--- src/rtl/riscv_pc_pkg.sv ---
// Shared definitions for the fetch PC redirect logic: RV32 control-flow
// opcodes, the fetch FSM state encoding and the sequential PC increment.
package riscv_pc_pkg;

   localparam logic [6:0]  OP_BRANCH = 7'b1100011;
   localparam logic [6:0]  OP_JAL    = 7'b1101111;
   localparam logic [6:0]  OP_JALR   = 7'b1100111;

   localparam logic [31:0] PC_STEP   = 32'd4;

   typedef enum logic [1:0] {
      BOOT  = 2'd0,
      RUN   = 2'd1,
      FLUSH = 2'd2
   } pc_state_t;

endpackage : riscv_pc_pkg

--- src/rtl/pc_target_calc.sv ---
// Combinational control-flow decode and redirect target computation for the
// execute-stage instruction. The JALR target has bit 0 cleared here; any
// further alignment handling is left to the caller.
module pc_target_calc
   import riscv_pc_pkg::*;
(
   input  logic [6:0]  opcode,
   input  logic [31:0] ex_pc,
   input  logic [31:0] ex_imm,
   input  logic [31:0] ex_rs1Data,
   output logic [31:0] target,
   output logic        is_jal,
   output logic        is_jalr,
   output logic        is_branch
);

   // Decode the opcode class and pick the matching target adder
   always_comb begin
      is_branch = (opcode == OP_BRANCH);
      is_jal    = (opcode == OP_JAL);
      is_jalr   = (opcode == OP_JALR);
      if (is_jalr) begin
         target = (ex_rs1Data + ex_imm) & ~32'h1;
      end else begin
         target = ex_pc + ex_imm;
      end
   end

endmodule : pc_target_calc

--- src/rtl/pc_redirect_unit.sv ---
// Fetch PC generator. Issues the fetch PC through a valid/ready handshake,
// honours hazard stalls, and on a taken branch / JAL / JALR loads the target
// and spends one FLUSH cycle (flush=1, pc_valid=0) squashing wrong-path fetches.
// Optional build macro PC_MISALIGN_TRAP_EN: a misaligned redirect target
// sends the PC to TRAP_VEC and reports it on misalign/bad_addr. Without it the
// two low target bits are simply cleared.
module pc_redirect_unit
   import riscv_pc_pkg::*;
#(
   parameter logic [31:0] RESET_PC = 32'h0000_0000,
`ifdef PC_MISALIGN_TRAP_EN
   parameter logic [31:0] TRAP_VEC = 32'h0000_0100,
`endif
   parameter int          XLEN     = 32
)
(
   input  logic            clk,
   input  logic            rst,
   input  logic            imem_ready,
   input  logic            stall,
   input  logic            ex_valid,
   input  logic [XLEN-1:0] ex_pc,
   input  logic [31:0]     ex_instruction,
   input  logic [XLEN-1:0] ex_imm,
   input  logic [XLEN-1:0] ex_rs1Data,
   input  logic            Branch,
   output logic [XLEN-1:0] pc,
   output logic            pc_valid,
   output logic            flush,
   output logic [15:0]     redirect_cnt
`ifdef PC_MISALIGN_TRAP_EN
   ,
   output logic            misalign,
   output logic [XLEN-1:0] bad_addr
`endif
);

   // Only the RV32 datapath is implemented.
   generate
      if (XLEN != 32) begin : g_bad_xlen
         $error("pc_redirect_unit supports XLEN=32 only");
      end
   endgenerate

   pc_state_t   state_reg;
   logic [31:0] pc_reg;
   logic        pc_valid_reg;
   logic        flush_reg;
   logic [15:0] redirect_cnt_reg;

   logic [6:0]  opcode;
   logic [2:0]  funct3;
   logic [31:0] target_raw;
   logic [31:0] target_next;
   logic        is_jal;
   logic        is_jalr;
   logic        is_branch;
   logic        redir;

   // Instruction fields outside opcode/funct3 play no part in redirect decode.
   logic        unused_instr_bits;

   assign opcode            = ex_instruction[6:0];
   assign funct3            = ex_instruction[14:12];
   assign unused_instr_bits = ^{ex_instruction[31:15], ex_instruction[11:7]};

   pc_target_calc u_target_calc (
      .opcode     (opcode),
      .ex_pc      (ex_pc),
      .ex_imm     (ex_imm),
      .ex_rs1Data (ex_rs1Data),
      .target     (target_raw),
      .is_jal     (is_jal),
      .is_jalr    (is_jalr),
      .is_branch  (is_branch)
   );

   // JALR is only a jump when funct3 is zero; a branch opcode needs the
   // condition result, and a Branch flag on any other opcode is ignored.
   assign redir = ex_valid & (is_jal | (is_jalr & (funct3 == 3'b000)) | (is_branch & Branch));

`ifdef PC_MISALIGN_TRAP_EN
   logic        misalign_reg;
   logic [31:0] bad_addr_reg;
   logic        target_misaligned;

   assign target_misaligned = (target_raw[1:0] != 2'b00);
   assign target_next       = target_misaligned ? TRAP_VEC : target_raw;
   assign misalign          = misalign_reg;
   assign bad_addr          = bad_addr_reg;

   // Misalign report: pulse alongside flush, latch the offending target
   always_ff @(posedge clk) begin
      if (rst) begin
         misalign_reg <= 1'b0;
         bad_addr_reg <= 32'h0;
      end else if (state_reg == RUN && redir) begin
         misalign_reg <= target_misaligned;
         if (target_misaligned) begin
            bad_addr_reg <= target_raw;
         end
      end else begin
         misalign_reg <= 1'b0;
      end
   end
`else
   logic unused_target_lsbs;

   assign unused_target_lsbs = |target_raw[1:0];
   assign target_next        = {target_raw[31:2], 2'b00};
`endif

   // Fetch FSM, PC register and saturating redirect counter
   always_ff @(posedge clk) begin
      if (rst) begin
         state_reg        <= BOOT;
         pc_reg           <= RESET_PC;
         pc_valid_reg     <= 1'b0;
         flush_reg        <= 1'b0;
         redirect_cnt_reg <= 16'h0000;
      end else begin
         case (state_reg)
            BOOT: begin
               state_reg    <= RUN;
               pc_valid_reg <= 1'b1;
               flush_reg    <= 1'b0;
            end
            RUN: begin
               if (redir) begin
                  pc_reg       <= target_next;
                  state_reg    <= FLUSH;
                  pc_valid_reg <= 1'b0;
                  flush_reg    <= 1'b1;
                  if (redirect_cnt_reg != 16'hFFFF) begin
                     redirect_cnt_reg <= redirect_cnt_reg + 16'd1;
                  end
               end else if (stall) begin
                  pc_valid_reg <= 1'b1;
               end else if (imem_ready) begin
                  pc_reg       <= pc_reg + PC_STEP;
                  pc_valid_reg <= 1'b1;
               end
            end
            FLUSH: begin
               state_reg    <= RUN;
               pc_valid_reg <= 1'b1;
               flush_reg    <= 1'b0;
            end
            default: begin
               state_reg    <= BOOT;
               pc_valid_reg <= 1'b0;
               flush_reg    <= 1'b0;
            end
         endcase
      end
   end

   assign pc           = pc_reg;
   assign pc_valid     = pc_valid_reg;
   assign flush        = flush_reg;
   assign redirect_cnt = redirect_cnt_reg;

endmodule : pc_redirect_unit

--- config.mk ---
export PLATFORM = sky130hd
export DESIGN_NAME = pc_redirect_unit
export DESIGN_NICKNAME = d
export VERILOG_FILES = /design/src/rtl/riscv_pc_pkg.sv /design/src/rtl/pc_target_calc.sv /design/src/rtl/pc_redirect_unit.sv
export SDC_FILE = /design/constraint.sdc
export NUM_CORES = 1
export LEC_CHECK = 0
export CORE_ASPECT_RATIO = 0.75
export CORE_UTILIZATION = 47
export DETAILED_ROUTE_END_ITERATION = 8
export DONT_BUFFER_PORTS = 1
export SLEW_MARGIN = 20
export SYNTH_ARGS = -nofsm -noshare
export SYNTH_HDL_FRONTEND = slang
export SYNTH_HIERARCHICAL = 1
export SYNTH_SLANG_ARGS = --single-unit
--- constraint.sdc ---
create_clock -name clk -period 3.4 [get_ports clk]
set_input_delay 0.51 -clock clk [delete_from_list [all_inputs] [get_ports clk]]
set_output_delay 0.51 -clock clk [all_outputs]
set_load 0.02 [all_outputs]
; ---- Yosys cells after proc, flatten, opt, wreduce, memory -nomap -nowiden
; Cells that the tools add are included.
; W data, S select, Z words.
[classes]
reduce_logical = 7
add_sub_neg = 4
div_mod_pow = 0
mux = 10
n_lt_le_gt_ge = 0
bitwise_logic = 6
shift = 0
n_mul = 0
n_eq_ne = 9
[ops]
columns = cell, count
row1 = $mux W32, 4
row2 = $add A32 B32 Y32, 2
row3 = $add A32 B3 Y32 const B, 1
row4 = $eq A7 B7 Y1 const B, 3
row5 = $add A16 B1 Y16 const B, 1
row6 = $ne A16 B16 Y1 const B, 1
row7 = $reduce_and A3 Y1, 2
row8 = $ne A4 B4 Y1 const B, 1
row9 = $pmux W2 S2, 1
row10 = $reduce_or A2 Y1, 2
row11 = $and A1 B1 Y1, 3
row12 = $logic_not A3 Y1, 1
row13 = $mux W1, 3
row14 = $eq A2 B1 Y1 const B, 1
row15 = $eq A2 B2 Y1 const B, 1
row16 = $logic_not A2 Y1, 1
row17 = $mux W2, 1
row18 = $ne A2 B1 Y1 const B, 1
row19 = $ne A2 B2 Y1 const B, 1
row20 = $or A1 B1 Y1, 2
row21 = $pmux W1 S2, 1
row22 = $reduce_bool A2 Y1, 1
row23 = $not A1 Y1, 1
[totals]
wordCells = 41
mem_count = 0
output_inout_bits = 50
inputBits = 134
latch_bits = 0
ff_bits = 52
rom_bits = 0
ramBits = 0

; ---- Depth between registers and ports, before layout
[logic_depth]
word_depth = 7
depth_mapped = 15

; ---- Cells and area by module
; The synthesis kept the hierarchy.
[modules_own_cells]
columns = module, cells_each, instances, seq_area_each_um2, area_each_um2
row1 = pc_target_calc, 514, 1, 0.0, 3490.8
row2 = pc_redirect_unit, 368, 1, 1001.0, 2865.2

; ---- Least setup slack after synthesis
; Ideal clock, no wire load.
[synth_path]
path_type = input to register
from = input port ex_instruction[6]
to = register pc_reg[14], in the netlist pc[14]
required_time_ps = 3283
slack_ps = -103
t_arrival_ps = 3386
path_stages = 15
path_cell_list = nand2_1 nor3_1 nand2_1 or2_2 buf_2 inv_1 clkbuf_1 clkbuf_1 nor4b_2 o21a_1 or2_2 buf_2 clkbuf_1 o21ai_0 a32o_1
[synth_via]
elab_chain_cells = 7
elab_cells_between_ends = 13
classes_between = eq/ne: 4 / mux: 2 / bitwise: 5 / reduce/logical: 2
[synth_rtl]
columns = item, line_no
row1 = from (decl), pc_redirect_unit.sv:23  ; input logic [31:0] ex_instruction,
row2 = $eq A7 B7 Y1 (*), pc_target_calc.sv:21  ; is_jalr = (opcode == OP_JALR);
row3 = named net is_jalr, pc_redirect_unit.sv:56  ; logic is_jalr;
row4 = $and A1 B1 Y1, pc_redirect_unit.sv:80  ; assign redir = ex_valid & (is_jal | (is_jalr & (funct3 == 3'b000)) | (is_branch & Branch));
row5 = $or A1 B1 Y1 (2 in series), pc_redirect_unit.sv:80
row6 = $and A1 B1 Y1, pc_redirect_unit.sv:80
row7 = $ne A2 B1 Y1 (no source line) / $reduce_bool A2 Y1 (equally long branches), n/a
row8 = $reduce_and A3 Y1 (no source line), n/a
row9 = to (signal assigned), pc_redirect_unit.sv:130  ; pc_reg <= target_next;
row10 = to (signal assigned), pc_redirect_unit.sv:140  ; pc_reg <= pc_reg + PC_STEP;
row11 = to (decl), pc_redirect_unit.sv:46  ; logic [31:0] pc_reg;
; Mark *: on every way through the listed nets, which the timed path passes. The rest lies on a longest branch.
; A chain may end at the register's enable or synchronous reset.

; ---- Worst setup path after layout
[layout_path]
from = input port ex_pc[0]
to = register pc_reg[30], in the netlist pc[30]
[layout_via]
elab_chain_cells = 3
[layout_rtl]
columns = item, line_no
row1 = from (decl), pc_redirect_unit.sv:22  ; input logic [XLEN-1:0] ex_pc,
row2 = $add A32 B32 Y32, pc_target_calc.sv:25  ; target = ex_pc + ex_imm;
row3 = $mux W32, pc_target_calc.sv:22  ; if (is_jalr) begin
row4 = named net target_raw[30], pc_redirect_unit.sv:53  ; logic [31:0] target_raw;
row5 = $mux W32, pc_redirect_unit.sv:129  ; if (redir) begin
; The timed path passes the listed nets, and every way through them passes these cells.

==> impl_metrics.py <==
metrics = {
    "critical_path": {
        "worstSetupPathType": "in2reg",
        "crit_arrival_ns": 3.44,
        "regToRegSetupSlack_ns": 0.72,
        "r2r_cells": 6,
        "r2r-start": "pc[2]",
        "cp-start-kind": "input pin",
        "cp_max_fo": 3,
        "end_kind": "flop",
        "r2r-end": "pc[28]",
        "cp.required_ns": 3.61,
    },
    "synthesis": {
        "netlist_instances": 878,
        "synth_area_sq_um": 6340,
        "synth_warnings": 6,
        "avgSynthCellArea_sq_um": 7.22,
    },
    "floorplanning": {
        "fp.dieW_microns": 136,
        "core-area_sq_um": 13100,
        "ios": 184,
        "die_h_microns": 103,
        "start_util": 0.485,
        "rows": 36,
        "die-area_sq_um": 14000,
    },
    "routing": {
        "drtIter0Drc": 575,
        "drc": 0,
        "viasPerCell": 6.40,
        "ant_nets": 0,
        "vias": 6680,
        "wl_mm": 19.3,
        "first_pass_iters": 5,
        "wl_per_cell_microns": 18.5,
    },
    "sta": {
        "rsz0062_at_grt": "false",
        "relSlewSlack": 0.411,
        "layout_setup_ws_ns": 0.169,
        "hold_viol_final": 0,
        "post-route-period-util": 0.950,
        "worst_clock_skew_ns": 0.00802,
        "fmax_ghz": 0.309,
        "slew_violations": 0,
        "setup_viol": 0,
        "worst_pin_slew_ns": 0.876,
        "period_needed_ns": 3.23,
    },
    "cells_and_area": {
        "layout.area.seq_sq_um": 1000,
        "syn_to_final_growth_pct": 6.95,
        "final_area_sq_um": 6780,
        "multi_input_area_sq_um": 5090,
        "largest_reg_flops": 30,
        "diodes": 0,
        "drive_gt1_frac": 0.0756,
        "nets": 1071,
        "fin_cells": 1044,
        "nFillCells": 1295,
    },
    "global_routing": {
        "grt_pass1_wl_mm": 29.7,
        "grt_start_max_net_pins": 47,
        "antenna_found_initial": 0,
        "grt-ovfl-total": 0,
        "grt_pass1_vias": 5992,
        "track_usage": 0.265,
    },
    "placed_design": {
        "place_hpwl_mm": 15.2,
        "dp_cells": 1036,
        "io_buffer_count": 0,
        "post-place-ws_ns": -0.254,
        "place_area_sq_um": 6610,
        "place_congestion": 1.01,
    },
    "clocking": {
        "cts-root-buf": "clkbuf_16",
        "clock_sinks": 50,
        "cts_tree": "built",
        "cts_made_buffers": 5,
        "hold_buffers": 0,
        "cts_buffer_depth": 2,
        "clk_pin_slew_ns": 0.07,
        "cts_setup_buffers": 0,
        "clk-insertion-delay-late_ns": 0.29,
        "htreeDepth": 2,
    },
    "hold_path": {
        "hold_path_end": "redirect_cnt[1]",
        "hold_depth": 1,
        "worst_hold_startpoint": "rst",
        "hold_path.class": "in2reg",
    },
    "power_and_ir_drop": {
        "power_mw": 1.97,
        "power_density_nw_per_um2": 290,
        "ir_drop_mv": 0.287,
        "p_leak_nw": 2.57,
    },
    "outcome": {
        "status": "completed",
    },
    "run": {
        "drv_cap": 0,
    },
}
## power breakdown
group | switching [mW] | total, mW | internal [mW] | leakage [nW]
Clock | 0.223 | 0.571 | 0.348 | 0.0771
Combinational | 0.459 | 0.799 | 0.340 | 2.09
Sequential | 0.00724 | 0.596 | 0.588 | 0.404
## cell usage in the layout (no fill, tap or decap), types with 7 or more instances in the layout
cell	n
a211oi_1	11
buf_4	29
a31oi_1	13
nor4_1	8
a2111oi_0	7
o32ai_1	7
o21a_1	10
o21ai_0	58
ha_1	63
nand2_1	77
nand4_1	24
xnor2_1	41
dfxtp_1	50
o21ai_1	7
and2_1	9
a21oi_1	95
nor2_1	83
o21bai_1	8
nor3_1	17
inv_1	25
xor2_1	28
a21o_1	36
nand3_1	29
and3_1	13
## what timing repair did
| item | CTS | global route |
|---|---|---|
| endpoints found under the setup margin | 0 | 3 |
| endpoints found under the hold margin | 0 | 0 |
| gates resized for setup | 0 | 2 |
## through the flow
step           hold WS [ns]  utilization  setup TNS, ns
2_1_floorplan         0.508            -              0
3_3_place_gp          0.529        0.506         -0.297
4_1_cts               0.282        0.518              0
3_5_place_dp          0.535        0.506         -0.588
6_report              0.291        0.519              0
5_1_grt               0.274        0.519              0
## worst max-delay path, stage by stage
cell and delay [ns]:
ha_1 0.20, fa_2 0.36, a211oi_2 0.24, buf_4 0.15, o211ai_2 0.11, a31o_4 0.28
a2111oi_4 0.37, o21ai_2 0.14, a211oi_2 0.32, o21ai_1 0.11, xnor2_1 0.13, o2111ai_1 0.23
nand3_1 0.10, a31oi_1 0.18
## layer usage
metal,routed length [microns],global-route usage,vias to the layer above
met4,123,0.0350,0
met5,0,0,-
li1,-,-,3269
met2,8480,0.428,276
met3,1740,0.0531,20
met1,8960,0.371,3115
## area by class of cell
cell class                      count  area share
Multi-Input combinational cell    761       0.750
Inverter                           25      0.0138
Timing Repair Buffer               29      0.0321
Clock buffer                        6      0.0190
Clock inverter                      2     0.00554
Sequential cell                    50       0.148
Tap cell                          171      0.0316
## worst max-delay path by stage
stage                           start      to  cells past startpoint
floorplan           ex_instruction[6]  pc[14]                     15
global placement             ex_pc[0]  pc[30]                     14
detailed placement           ex_pc[0]  pc[30]                     14
CTS                          ex_pc[0]  pc[30]                     14
global route                 ex_pc[0]  pc[30]                     14
finish                       ex_pc[0]  pc[30]                     14
Note: power is estimated with default switching activity, not from simulation.
